$ cat src/rtl/hdlc_protocol_monitor_if.sv
// ============================================================================
// hdlc_protocol_monitor_if : HDLC core observation lines and checker results
// Revision: 1.0
// ============================================================================
`default_nettype none

interface hdlc_protocol_monitor_if #(
  parameter int CNT_W = 8
);
  logic             Enable;
  logic             ClearErr;
  logic [4:0]       ErrMask;
  logic             Rx;
  logic             Rx_FlagDetect;
  logic             Rx_AbortDetect;
  logic             Rx_ValidFrame;
  logic             Rx_EoF;
  logic             Tx;
  logic             Tx_ValidFrame;
  logic [4:0]       ErrSticky;
  logic [CNT_W-1:0] Err_Flag;
  logic [CNT_W-1:0] Err_Abort;
  logic [CNT_W-1:0] Err_Eof;
  logic [CNT_W-1:0] Err_Zero;
  logic [CNT_W-1:0] Err_Idle;
  logic             ErrIrq;

  modport master (
    output Enable, ClearErr, ErrMask, Rx, Rx_FlagDetect, Rx_AbortDetect,
           Rx_ValidFrame, Rx_EoF, Tx, Tx_ValidFrame,
    input  ErrSticky, Err_Flag, Err_Abort, Err_Eof, Err_Zero, Err_Idle, ErrIrq
  );

  modport slave (
    input  Enable, ClearErr, ErrMask, Rx, Rx_FlagDetect, Rx_AbortDetect,
           Rx_ValidFrame, Rx_EoF, Tx, Tx_ValidFrame,
    output ErrSticky, Err_Flag, Err_Abort, Err_Eof, Err_Zero, Err_Idle, ErrIrq
  );
endinterface

`default_nettype wire

$ cat src/rtl/hdlc_protocol_monitor.sv
// ============================================================================
// hdlc_protocol_monitor : run-time checker for HDLC flag/abort/EoF/zero/idle
// Revision: 1.0
// ============================================================================
`default_nettype none

module hdlc_protocol_monitor #(
  parameter int CNT_W     = 8,
  parameter int FLAG_LAT  = 2,
  parameter int ABORT_LAT = 2,
  parameter int EOF_LAT   = 1,
  parameter int IDLE_LEN  = 8
) (
  input  logic                  Clk,
  input  logic                  Rst,
  hdlc_protocol_monitor_if.slave mon
);

  localparam int         IDLE_W    = $clog2(IDLE_LEN + 1);
  localparam logic [7:0] FLAG_PAT  = 8'b0111_1110;
  localparam logic [7:0] ABORT_PAT = 8'b0111_1111;

  logic [7:0]           win_q, win_d;
  logic [FLAG_LAT-1:0]  flag_dl_q, flag_dl_d;
  logic [ABORT_LAT-1:0] abort_dl_q, abort_dl_d;
  logic [EOF_LAT-1:0]   eof_dl_q, eof_dl_d;
  logic                 prev_valid_q, prev_valid_d;
  logic [2:0]           ones_q, ones_d;
  logic [IDLE_W-1:0]    idle_q, idle_d;
  logic [4:0]           sticky_q, sticky_d;
  logic [CNT_W-1:0]     cnt_q [5];
  logic [CNT_W-1:0]     cnt_d [5];
  logic                 irq_q, irq_d;

  logic                 flag_arm, abort_arm, eof_arm;
  logic [4:0]           err_ev;
  logic [CNT_W-1:0]     cnt_base;

  always_comb begin
    win_d     = {win_q[6:0], mon.Rx};
    flag_arm  = mon.Enable && (win_d == FLAG_PAT);
    abort_arm = mon.Enable && (win_d == ABORT_PAT);
    eof_arm   = mon.Enable && prev_valid_q && !mon.Rx_ValidFrame;
    prev_valid_d = mon.Rx_ValidFrame;

    // Delay lines shift the arm bit in at the LSB; the MSB is the due check.
    flag_dl_d  = mon.Enable ? FLAG_LAT'({flag_dl_q, flag_arm})    : '0;
    abort_dl_d = mon.Enable ? ABORT_LAT'({abort_dl_q, abort_arm}) : '0;
    eof_dl_d   = mon.Enable ? EOF_LAT'({eof_dl_q, eof_arm})       : '0;

    err_ev    = '0;
    err_ev[0] = mon.Enable && flag_dl_q[FLAG_LAT-1]   && !mon.Rx_FlagDetect;
    err_ev[1] = mon.Enable && abort_dl_q[ABORT_LAT-1] && !mon.Rx_AbortDetect;
    err_ev[2] = mon.Enable && eof_dl_q[EOF_LAT-1]     && !mon.Rx_EoF;
    err_ev[3] = mon.Enable && (ones_q == 3'd5) && mon.Tx && mon.Tx_ValidFrame;
    err_ev[4] = mon.Enable && !mon.Tx_ValidFrame && !mon.Tx &&
                (idle_q == IDLE_W'(IDLE_LEN));

    if (!mon.Tx_ValidFrame || !mon.Tx) begin
      ones_d = 3'd0;
    end else if (err_ev[3]) begin
      ones_d = 3'd0;
    end else if (ones_q != 3'd7) begin
      ones_d = ones_q + 3'd1;
    end else begin
      ones_d = ones_q;
    end

    if (mon.Tx_ValidFrame) begin
      idle_d = '0;
    end else if (idle_q != IDLE_W'(IDLE_LEN)) begin
      idle_d = idle_q + 1'b1;
    end else begin
      idle_d = idle_q;
    end

    // An error in the same cycle as ClearErr restarts that counter at 1.
    cnt_base = '0;
    for (int i = 0; i < 5; i++) begin
      cnt_base = mon.ClearErr ? '0 : cnt_q[i];
      cnt_d[i] = (err_ev[i] && (cnt_base != '1)) ? cnt_base + 1'b1 : cnt_base;
    end
    sticky_d = err_ev | (mon.ClearErr ? 5'd0 : sticky_q);
    irq_d    = |(sticky_q & ~mon.ErrMask);
  end

  always_ff @(posedge Clk or negedge Rst) begin
    if (!Rst) begin
      win_q        <= 8'hFF;
      flag_dl_q    <= '0;
      abort_dl_q   <= '0;
      eof_dl_q     <= '0;
      prev_valid_q <= 1'b0;
      ones_q       <= 3'd0;
      idle_q       <= '0;
      sticky_q     <= 5'd0;
      irq_q        <= 1'b0;
      for (int i = 0; i < 5; i++) cnt_q[i] <= '0;
    end else begin
      win_q        <= win_d;
      flag_dl_q    <= flag_dl_d;
      abort_dl_q   <= abort_dl_d;
      eof_dl_q     <= eof_dl_d;
      prev_valid_q <= prev_valid_d;
      ones_q       <= ones_d;
      idle_q       <= idle_d;
      sticky_q     <= sticky_d;
      irq_q        <= irq_d;
      for (int i = 0; i < 5; i++) cnt_q[i] <= cnt_d[i];
    end
  end

  assign mon.ErrSticky = sticky_q;
  assign mon.Err_Flag  = cnt_q[0];
  assign mon.Err_Abort = cnt_q[1];
  assign mon.Err_Eof   = cnt_q[2];
  assign mon.Err_Zero  = cnt_q[3];
  assign mon.Err_Idle  = cnt_q[4];
  assign mon.ErrIrq    = irq_q;

endmodule

`default_nettype wire

$ cat src/flat_wrapper.sv
// flat-port wrapper written by rule: the top's interface ports become plain ports
module hdlc_protocol_monitor_flat 
#(
  parameter int CNT_W     = 8,
  parameter int FLAG_LAT  = 2,
  parameter int ABORT_LAT = 2,
  parameter int EOF_LAT   = 1,
  parameter int IDLE_LEN  = 8
)
  (Clk, Rst, mon_Enable, mon_ClearErr, mon_ErrMask, mon_Rx, mon_Rx_FlagDetect, mon_Rx_AbortDetect, mon_Rx_ValidFrame, mon_Rx_EoF, mon_Tx, mon_Tx_ValidFrame, mon_ErrSticky, mon_Err_Flag, mon_Err_Abort, mon_Err_Eof, mon_Err_Zero, mon_Err_Idle, mon_ErrIrq);
  hdlc_protocol_monitor_if #(.CNT_W(CNT_W)) mon_i ();
  input  logic Clk;
  input  logic Rst;
  input wire logic [$bits(mon_i.Enable)-1:0] mon_Enable;
  input wire logic [$bits(mon_i.ClearErr)-1:0] mon_ClearErr;
  input wire logic [$bits(mon_i.ErrMask)-1:0] mon_ErrMask;
  input wire logic [$bits(mon_i.Rx)-1:0] mon_Rx;
  input wire logic [$bits(mon_i.Rx_FlagDetect)-1:0] mon_Rx_FlagDetect;
  input wire logic [$bits(mon_i.Rx_AbortDetect)-1:0] mon_Rx_AbortDetect;
  input wire logic [$bits(mon_i.Rx_ValidFrame)-1:0] mon_Rx_ValidFrame;
  input wire logic [$bits(mon_i.Rx_EoF)-1:0] mon_Rx_EoF;
  input wire logic [$bits(mon_i.Tx)-1:0] mon_Tx;
  input wire logic [$bits(mon_i.Tx_ValidFrame)-1:0] mon_Tx_ValidFrame;
  output wire logic [$bits(mon_i.ErrSticky)-1:0] mon_ErrSticky;
  output wire logic [$bits(mon_i.Err_Flag)-1:0] mon_Err_Flag;
  output wire logic [$bits(mon_i.Err_Abort)-1:0] mon_Err_Abort;
  output wire logic [$bits(mon_i.Err_Eof)-1:0] mon_Err_Eof;
  output wire logic [$bits(mon_i.Err_Zero)-1:0] mon_Err_Zero;
  output wire logic [$bits(mon_i.Err_Idle)-1:0] mon_Err_Idle;
  output wire logic [$bits(mon_i.ErrIrq)-1:0] mon_ErrIrq;
  assign mon_i.Enable = mon_Enable;
  assign mon_i.ClearErr = mon_ClearErr;
  assign mon_i.ErrMask = mon_ErrMask;
  assign mon_i.Rx = mon_Rx;
  assign mon_i.Rx_FlagDetect = mon_Rx_FlagDetect;
  assign mon_i.Rx_AbortDetect = mon_Rx_AbortDetect;
  assign mon_i.Rx_ValidFrame = mon_Rx_ValidFrame;
  assign mon_i.Rx_EoF = mon_Rx_EoF;
  assign mon_i.Tx = mon_Tx;
  assign mon_i.Tx_ValidFrame = mon_Tx_ValidFrame;
  assign mon_ErrSticky = mon_i.ErrSticky;
  assign mon_Err_Flag = mon_i.Err_Flag;
  assign mon_Err_Abort = mon_i.Err_Abort;
  assign mon_Err_Eof = mon_i.Err_Eof;
  assign mon_Err_Zero = mon_i.Err_Zero;
  assign mon_Err_Idle = mon_i.Err_Idle;
  assign mon_ErrIrq = mon_i.ErrIrq;
  hdlc_protocol_monitor #(.CNT_W(CNT_W), .FLAG_LAT(FLAG_LAT), .ABORT_LAT(ABORT_LAT), .EOF_LAT(EOF_LAT), .IDLE_LEN(IDLE_LEN)) u_core (.Clk(Clk), .Rst(Rst), .mon(mon_i));
endmodule
$ cat config.mk
export PLATFORM = sky130hd
export DESIGN_NAME = hdlc_protocol_monitor_flat
export DESIGN_NICKNAME = d
export VERILOG_FILES = /design/src/rtl/hdlc_protocol_monitor_if.sv /design/src/rtl/hdlc_protocol_monitor.sv /design/src/flat_wrapper.sv
export SDC_FILE = /design/constraint.sdc
export NUM_CORES = 1
export LEC_CHECK = 0
export CAP_MARGIN = 0
export CORE_UTILIZATION = 55
export DETAILED_ROUTE_END_ITERATION = 12
export GPL_ROUTABILITY_DRIVEN = 1
export PLACE_DENSITY = 0.84
export SYNTH_ARGS = -nofsm -noshare
export SYNTH_HDL_FRONTEND = slang
export SYNTH_SLANG_ARGS = --single-unit
$ cat constraint.sdc
create_clock -name Clk -period 3.3 [get_ports Clk]
set_input_delay 0.66 -clock Clk [delete_from_list [all_inputs] [get_ports Clk]]
set_output_delay 0.66 -clock Clk [all_outputs]
set_load 0.01 [all_outputs]
==> flow_results.org <==
** Pwr
- The design draws 1730 uW.
- Cell internal power was estimated by the tool at 1360 uW.
- Of the total power, combinational logic draws 0.047.
- The share of total power dissipated in sequential elements is 0.481.
- The share of total power dissipated in the clock network is 0.473.
- Power spread over the standard cell area amounts to about 410 nW/um^2.
- VDD sags by at most 0.292 mV.
- Net switching power :: 370 uW
- Of the total power, the share spent switching nets is 0.214.
- Static power due to leakage :: around 0.0018 uW

** CTS
- Register clock-pin slew on the reported worst setup and hold paths :: 70 ps
- CTS tree :: yes
- Maximum level of the CTS H-tree :: 3
- Clock root buffer :: clkbuf_8
- Clock latency of the later-clocked register in the worst-skew pair :: 340 ps
- The number of clock buffers added by TritonCTS is 9.
- Setup Buffers After CTS :: 0
- The number of hold buffers added after CTS was 0.
- Post-cts resize count :: 0
- Clock tree synthesis found a total of 66 sinks.
- Clock tree buffer depth :: 2

** Placed design
- Once detailed placement completed, the half-perimeter wirelength came to 5.00 mm.
- Port buffering added 61 buffers.
- OpenSTA, run right after detailed placement, puts the worst setup slack at 393 ps.
- At the end of routability-driven placement, the weighted congestion stood at 0.862.

** Final layout
- The number of antenna diodes in the final layout is 0.
- Area added between synthesis and finish :: 30.2%
- Net count of the finished layout :: roughly 400
- Layout filler cell count :: 409
- Of the cells placed in the final design, the portion with a size suffix greater than 1 is 0.100.
- Leaving out fill and tap cells, the most frequent cell in the layout is clkdlybuf4s50_1.
- Leading cell types in the layout, fill and taps excluded :: clkdlybuf4s50_1, dfrtp_1, nor2_1, nand2_1, nor2b_1

** Global routing
- Total track usage :: 0.257
- Global-route wire length before repair :: 12.1 mm
- The number of global-route vias before repair was 2654.
- Entering global routing, the biggest net connects 37 pins.
- Summed over all layers, the global routing overflow is 0.
- The number of antenna violations at the first check in global routing is 0.

** Drt
- Pre-Repair DR Iteration Count :: 4
- For this block, the routed nets add up to 7.16 mm of wire.
- Drt initial violations :: 195
- In this run the remaining antenna-violating nets after routing total 0.
- The detailed router placed about 2700 vias in this run.
- Dividing the detail-routed via count by the number of cells gives a little under 6.
- Routed wire length per instance :: 15.5 um
- Number of design rule violations left after detail routing :: 0

** Synth
- Count of yosys warnings during synthesis :: 0
- dfrtp_1 takes more of the synthesized area than any other cell.
- Among all flip-flop cells after synthesis, the most frequent one is dfrtp_1.
- Netlist Area Pre-Place :: roughly 3200 um^2
- Post-Synthesis Net Count :: 339
- Async SR Flop Fraction :: 1.00
- Share of the yosys chip area belonging to registers :: 0.518
- In this run, synthesis inferred 0 flip-flops with an integrated enable.
- Synthesis produced about 310 cells.
- A synthesized cell averages about 10 um^2.
- Synthesis inferred 66 register bits.
- After synthesis, the cell types taking the most area are dfrtp_1, dfstp_2, ha_1.
- The netlist uses 45 different library cells.
- Top cell type's share of synthesized area :: 0.461

** STA
- Shortest clock period the worst path allows after layout :: 2640 ps
- Setup repair after global routing left no endpoint under its margin.
- Of the available clock period, the critical path in the final layout requires 0.799.
- The final number of max-transition violations was 0.
- Max frequency :: 379 MHz
- For the pin with the worst max-slew slack, the measured transition is approximately 740 ps.
- Final hold violations :: 0
- Setup clock skew after layout :: 4.37 ps
- Final setup violation count :: 0
- Worst slew margin relative to its limit :: 0.509
- Total negative slack :: 0 ps
- After layout, the worst setup slack is 665 ps.

** Critical path
- Cell breakdown of the critical path :: clkdlybuf4s50_1 > buf_4 > nor2b_1 > ha_1 > and4b_1 > and2_1 > a2111oi_0 > nor3_1
- In this run the worst path has a maximum fanout of 18.
- Counting both buffers and inverters, the worst setup path holds a total of 2.
- Critical path type :: in -> reg
- For this run, the slowest stage of the critical path takes 590 ps.
- For the worst setup path, the data required time is ~3500 ps.
- On the critical path, the stage with the largest delay is an instance of clkdlybuf4s50_1.
- Critical path arrival :: 2840 ps
- STA classifies the critical path endpoint as a register.
- Setup crit start kind :: primary input
- CP delay by family, top :: buffers and inverters

** Die
- Die ar. :: 6140 um^2
- For this configuration, the core starts out at a cell density of 0.575.
- Floorplan row count :: 27
- In this run the vertical extent of the chip is roughly 78 um.
- The total area inside the core boundary comes to between 5000 and 6000 um^2.
- Measured along the x axis, the die boundary spans just under 80 um.
- Pin placement for this block handled 62 I/O pins.

** Outcome
- Outcome :: finished clean

** Worst hold path
- Classification of the worst-slack hold path :: reg -> reg

** Run
- Max-cap violations in this run came to 0.
[state kept, by name, summed over array words and instances (netlist names)]
name	cells
u_core.mon.Err_Abort	8
u_core.mon.Err_Zero	8
u_core.prev_valid_q	1
u_core.ones_q	3
u_core.eof_dl_q	1
u_core.abort_dl_q	2
u_core.flag_dl_q	2
u_core.idle_q	4
u_core.mon.Err_Idle	8
u_core.mon.ErrIrq	1
u_core.mon.Err_Flag	8
u_core.win_q	7
u_core.mon.ErrSticky	5
u_core.mon.Err_Eof	8
[kinds of logic after synthesis]
| kind of cell | share of synthesized area |
|---|---|
| AOI/OAI and AO/OA | 0.0906 |
| xor gates and xnor gates | 0.0328 |
| DFF | 0.518 |
| muxes | 0.0496 |
| adders and majority gates | 0.0390 |
| and+or+nand+nor | 0.242 |
| buffers and inverters | 0.0285 |
[metrics by stage]
step           utilization  std cells  cell area (um^2)  hold slack, ps
2_1_floorplan            -        313              3210             354
6_report             0.749        461              4170             365
5_1_grt              0.749        461              4170             373
3_5_place_dp         0.705        445              3930             357
3_3_place_gp         0.705        445              3930             355
4_1_cts              0.749        461              4170             368
[final cells by class]
class / count / area (um^2) / share of cell area
timing repair buffer: 68 / 671 / 0.161
multi-input combinational: 224 / 1450 / 0.348
clock inverter: 7 / 118 / 0.0282
sequential: 66 / 1660 / 0.398
inverter: 15 / 56.3 / 0.0135
tap: 72 / 90.1 / 0.0216
clock buffer: 9 / 124 / 0.0297
[metal layers]
metal | vias up | routed length (um) | global-route usage
met3 | 15 | 232 | 0.0395
met5 | - | 0 | 0
met4 | 0 | 140 | 0.130
met1 | 1328 | 3070 | 0.320
met2 | 67 | 3720 | 0.433
li1 | 1262 | - | -
[final timing paths]
kind	end	start	cells past startpoint	slack, ps
min in group asynchronous	u_core.mon.Err_Abort[4]	Rst	1	380
min	u_core.win_q[6]	u_core.win_q[5]	0	370
max reg2reg	u_core.mon.Err_Idle[4]	u_core.idle_q[0]	6	1200
max in group asynchronous	u_core.win_q[4]	Rst	2	2220
min reg2reg	u_core.win_q[6]	u_core.win_q[5]	0	370
max	u_core.mon.Err_Flag[4]	mon_ClearErr	8	660
[Yosys cell counts, drive strengths merged, types with 7 or more instances]
cell type	number
a21oi	15
nor3	12
mux2i	8
nand2	17
nand4	8
nor2	30
nor2b	16
nand3	14
o31ai	7
o21ai	7
dfrtp	59
mux2	7
dfstp	7
inv	15
ha	10
[power by group through the flow]
stage	registers (uW)	clock network (uW)	logic [uW]
global placement	846	0	79.3
detailed placement	846	0	82.5
finish	831	817	81.1
floorplan	845	0	28.5
global route	832	858	91.2
CTS	831	828	82.9
(Power assumes the default switching activity.)
